**config.mk**
```make
export PLATFORM = sky130hd
export DESIGN_NAME = key_bounce_gen
export DESIGN_NICKNAME = d
export VERILOG_FILES = /design/src/rtl/key_bounce_gen_pkg.sv /design/src/rtl/key_bounce_gen_lfsr.sv /design/src/rtl/key_bounce_gen.sv
export SDC_FILE = /design/constraint.sdc
export NUM_CORES = 1
export LEC_CHECK = 0
export CORE_MARGIN = 2
export CORE_UTILIZATION = 50
export DETAILED_ROUTE_END_ITERATION = 10
export DONT_BUFFER_PORTS = 1
export GPL_ROUTABILITY_DRIVEN = 0
export GPL_TIMING_DRIVEN = 0
export SETUP_SLACK_MARGIN = 0.05
export SYNTH_ARGS = -nofsm -noshare
export SYNTH_HDL_FRONTEND = slang
export SYNTH_HIERARCHICAL = 1
export SYNTH_SLANG_ARGS = --single-unit
```
**constraint.sdc**
```tcl
create_clock -name clk -period 4.45 [get_ports clk]
set_input_delay 0.89 -clock clk [delete_from_list [all_inputs] [get_ports clk]]
set_output_delay 0.89 -clock clk [all_outputs]
set_load 0.05 [all_outputs]
```
**src/rtl/key_bounce_gen_pkg.sv**
```systemverilog
// Shared types and constants for the key bounce emulator.
package key_bounce_gen_pkg;

  typedef enum logic [1:0] {
    StIdle   = 2'd0,
    StBounce = 2'd1,
    StSettle = 2'd2
  } state_e;

  localparam int unsigned DEFAULT_HOLD_CYC = 3000;

  // Fibonacci taps 16,14,13,11 as a mask over bits [15:0]
  localparam logic [15:0] LFSR_SEED = 16'hACE1;
  localparam logic [15:0] LFSR_TAPS = 16'hB400;

endpackage

```
**src/rtl/key_bounce_gen_lfsr.sv**
```systemverilog
// 16-bit Fibonacci LFSR with step enable; used by key_bounce_gen when
// KEY_BOUNCE_LFSR_EN is defined to randomise the bounce pattern.
module bounce_lfsr
  import key_bounce_gen_pkg::*;
(
  input  logic        clk,
  input  logic        nrst,
  input  logic        step,
  output logic [15:0] lfsr
);

  always_ff @(posedge clk or negedge nrst) begin
    if (!nrst) begin
      lfsr <= LFSR_SEED;
    end else if (step) begin
      lfsr <= {lfsr[14:0], ^(lfsr & LFSR_TAPS)};
    end
  end

endmodule

```
**src/rtl/key_bounce_gen.sv**
```systemverilog
// Mechanical key emulator: bounce for a programmed number of cycles, then hold
// the target level. Define KEY_BOUNCE_LFSR_EN for LFSR-gated bounce toggles.
module key_bounce_gen
  import key_bounce_gen_pkg::*;
#(
  parameter int unsigned BOUNCE_W   = 12,
  parameter int unsigned HOLD_CYC   = DEFAULT_HOLD_CYC,
  parameter bit          IDLE_LEVEL = 1'b0
) (
  input  logic                clk,
  input  logic                nrst,
  input  logic                cmd_valid,
  output logic                cmd_ready,
  input  logic                cmd_level,
  input  logic [BOUNCE_W-1:0] cmd_bounce,
  output logic                key_out,
  output logic                busy,
  output logic                done
);

  localparam int unsigned   HoldW    = $clog2(HOLD_CYC + 1);
  localparam logic [HoldW-1:0] HoldInit = HoldW'(HOLD_CYC);

  state_e              state;
  logic [BOUNCE_W-1:0] bounce_cnt;
  logic [HoldW-1:0]    hold_cnt;
  logic                level_lat;
  logic                toggle_en;

`ifdef KEY_BOUNCE_LFSR_EN
  logic [15:0] lfsr;

  bounce_lfsr u_lfsr (
    .clk  (clk),
    .nrst (nrst),
    .step (1'b1),
    .lfsr (lfsr)
  );

  assign toggle_en = lfsr[0];
`else
  assign toggle_en = 1'b1;
`endif

  always_ff @(posedge clk or negedge nrst) begin
    if (!nrst) begin
      state      <= StIdle;
      key_out    <= IDLE_LEVEL;
      cmd_ready  <= 1'b1;
      busy       <= 1'b0;
      done       <= 1'b0;
      bounce_cnt <= '0;
      hold_cnt   <= '0;
      level_lat  <= 1'b0;
    end else begin
      done <= 1'b0;
      case (state)
        StIdle: begin
          // Ready reopens only one cycle after done so done and accept never coincide
          if (done) begin
            cmd_ready <= 1'b1;
            busy      <= 1'b0;
          end else if (cmd_valid && cmd_ready) begin
            level_lat  <= cmd_level;
            bounce_cnt <= cmd_bounce;
            cmd_ready  <= 1'b0;
            busy       <= 1'b1;
            if (cmd_bounce != '0) begin
              state <= StBounce;
            end else begin
              state    <= StSettle;
              hold_cnt <= HoldInit;
            end
          end
        end
        StBounce: begin
          if (toggle_en) key_out <= ~key_out;
          bounce_cnt <= bounce_cnt - 1'b1;
          if (bounce_cnt == BOUNCE_W'(1)) begin
            state    <= StSettle;
            hold_cnt <= HoldInit;
          end
        end
        StSettle: begin
          key_out  <= level_lat;
          hold_cnt <= hold_cnt - 1'b1;
          if (hold_cnt == HoldW'(1)) begin
            done  <= 1'b1;
            state <= StIdle;
          end
        end
        default: begin
          state     <= StIdle;
          key_out   <= IDLE_LEVEL;
          cmd_ready <= 1'b1;
          busy      <= 1'b0;
        end
      endcase
    end
  end

endmodule
```
==> impl_metrics.yaml <==
clock_network:
  cts_buffers: 5
  post_cts_resized: 0
  holdBufCountCts: 0
  cts_root_buf: "clkbuf_8"
  cts_setup_buffers: 0
  clock_latency_ns: 0.28
  cts_tree: "built"
  cts_buffer_depth: 2
  clock_sinks: 31
  cts_max_level: 2
  clkTransAtPathRegs_ns: 0.07
timing:
  relSlewSlack_pct: 23.5
  finalCriticalPeriod_ns: 2.72
  worst_hold_slack_ns: 0.295
  worst_slew_pin_slew_ns: 1.14
  hold_viol: 0
  setup_violations: 0
  fin_skew_ns: 0.00587
  report.final.slew_viol_count: 0
  max_freq_ghz: 0.368
  fin_setup_tns_ns: 0
  fin_crit_sh_pct: 61.1
  grt_setup_unrepaired: "false"
layout:
  layout_commonest_cell: "dfrtp_1"
  fillers: 363
  drive_gt1_share_pct: 8.70
  layout_common_cells: "30 x dfrtp_1, 16 x inv_1, 16 x nand2_1"
  diodes: 0
  final_net_count: 252
  syn2layout_area_growth_pct: 7.90
critical_path:
  path_cells: "nor4_1 > nand4_1 > a2111oi_0 > a221oi_1"
  cp_max_fo: 9
  worst-setup-path-type: "in -> reg"
  max_stage_delay_ns: 0.66
  crit_arrival_ns: 2.86
  worst_setup_path_end_kind: "flip-flop"
  startpoint_type: "input pin"
  cp_top_family: "simple AND/OR/NAND/NOR gates"
  required_ns: 4.58
  slowest_stage: "nor4_1"
  cp_num_buf_inv: 0
global_routing:
  grt_pass1_wl_um: 8760
  grt_use_total_pct: 25.7
  antenna_found_initial: 0
  gr-total-overflow: 0
  grt_pass1_vias: 1859
  grt_max_degree: 32
route:
  viasPerCell: 6.61
  drt_iter0_markers: 165
  wl_per_cell_um: 18.7
  drt_wl_total_um: 5240
  drt.antenna.violating_nets: 0
  dr.pass1.iters: 5
  drc_errors: 0
  vias: 1850
yosys:
  synthXorXnorAreaFrac_pct: 0
  ys_warn_count: 6
  syn_nets: 245
  synth_top_family_by_area: "compound AO/OA/AOI/OAI gates"
  synth_cell_types: 57
  syn_area_mm2: 0.00206
  synthMuxAreaShare_pct: 4.98
  synth_edf_count: 0
  postSynthCellCount: 222
  synth_simple_gate_area_share_pct: 20.0
  async_flop_share_pct: 100
  ys.flop_type: "dfrtp_1"
  synth_seq_cells: 31
  synth_compound_area_share_pct: 27.9
  syn_avg_cell_area_um2: 9.28
  synthAdderAreaFrac_pct: 4.25
  yosysSeqAreaShare_pct: 37.7
pwr:
  leakage_nw: 0.868
  power.density_mw_per_mm2: 715
  ir_drop_mv: 0.439
min_path:
  hold_class: "in -> async"
placement:
  dp_hpwl_um: 3780
  portBuffers: 0
run_status:
  status: "completed"
flow_run:
  cap_violations: 0
die:
  io_pins: 20
  die_h_um: 68.2
  fp.dieW_um: 68.2
  num_rows: 23
  initial_core_util_pct: 51.9
  core_mm2: 0.00397
  dieArea_mm2: 0.00465
[registers in the layout, summed over array words and instances, names as in the netlist]
name and flops:
level_lat 1, key_out 1, state 2, hold_cnt 12, done 1, cmd_ready 1
bounce_cnt 12, busy 1
[synth_stat cells, drive strengths merged (4+ instances only)]
cell,number,area [um2]
dfrtp,30,751
inv,16,60.1
nand2,16,60.1
o21ai,15,75.1
a21oi,12,71.3
nor2,10,37.5
o22ai,10,62.6
clkbuf,9,33.8
mux2i,8,80.1
o211ai,8,60.1
ha,7,87.6
nand3,6,30.0
a2111oi,5,56.3
nor2b,5,31.3
nor4,5,31.3
nand2b,4,25.0
nor3,4,20.0
[power by group]
part | switching [mW] | internal (mW) | leakage (nW)
Combinational | 0.472 | 0.314 | 0.461
Sequential | 0.160 | 0.396 | 0.355
Clock | 0.106 | 0.141 | 0.0515
Total | 0.737 | 0.851 | 0.868
[per-stage QoR]
stage	power [mW]	utilization, %	instances	setup WS, ns	instance area, um2
final	1.59	56.0	280	1.73	2220
after global routing	1.71	56.0	280	1.60	2220
after CTS	1.58	56.0	280	1.72	2220
after detailed placement	1.33	53.4	272	1.43	2120
after global placement	1.29	53.4	272	1.62	2120
after floorplan	1.13	-	222	2.03	2060
[worst paths after layout]
kind                                           from  cells after the start                        end  slack (ns)
max in group asynchronous                      nrst                      0      cmd_ready$_DFFE_PN1P_        3.96
hold / removal                                 nrst                      0  bounce_cnt[2]$_DFFE_PN0P_        0.29
setup / recovery                      cmd_bounce[8]                      4    hold_cnt[7]$_DFFE_PN0P_        1.73
setup reg to reg               state[0]$_DFFE_PN0P_                      7    hold_cnt[7]$_DFFE_PN0P_        1.87
min in group clk           hold_cnt[11]$_DFFE_PN0P_                      1   hold_cnt[11]$_DFFE_PN0P_        0.48
hold reg to reg            hold_cnt[11]$_DFFE_PN0P_                      1   hold_cnt[11]$_DFFE_PN0P_        0.48
[routing by layer]
layer | up-vias | routed length, um | part of all wire, % | GRT usage (%)
li1 | 869 | - | - | -
met2 | 63 | 2700 | 52 | 44.8
met3 | 8 | 291 | 5.6 | 5.26
met5 | - | 0 | 0 | 0
met4 | 0 | 76 | 1.5 | 12.3
met1 | 910 | 2170 | 41 | 29.9
[cell type report]
cell class                      count  area [um2]  area share (%)
Buffer                             10        45.0            2.03
Clock buffer                        8         100            4.50
Inverter                           16        60.1            2.70
Multi-Input combinational cell    165        1180            53.0
Sequential cell                    31         777            35.0
Tap cell                           50        62.6            2.82
[logic make-up after synthesis]
group                    after synthesis
buffers and inverters                 26
flip-flops                            31
AO/OA/AOI/OAI                         75
AND/OR/NAND/NOR                       73
adder cells (fa/ha/maj)                7
multiplexers                          10
[worst register-to-register path, cell delays in order (launching register included)]
cell and delay [ns]:
dfrtp_1 0.40, inv_1 0.09, ha_1 0.28, and4b_1 0.22
clkbuf_1 0.25, nand4_1 0.47, a2111oi_0 0.64, a221oi_1 0.10
No activity file was read; power rests on OpenSTA's default activity.
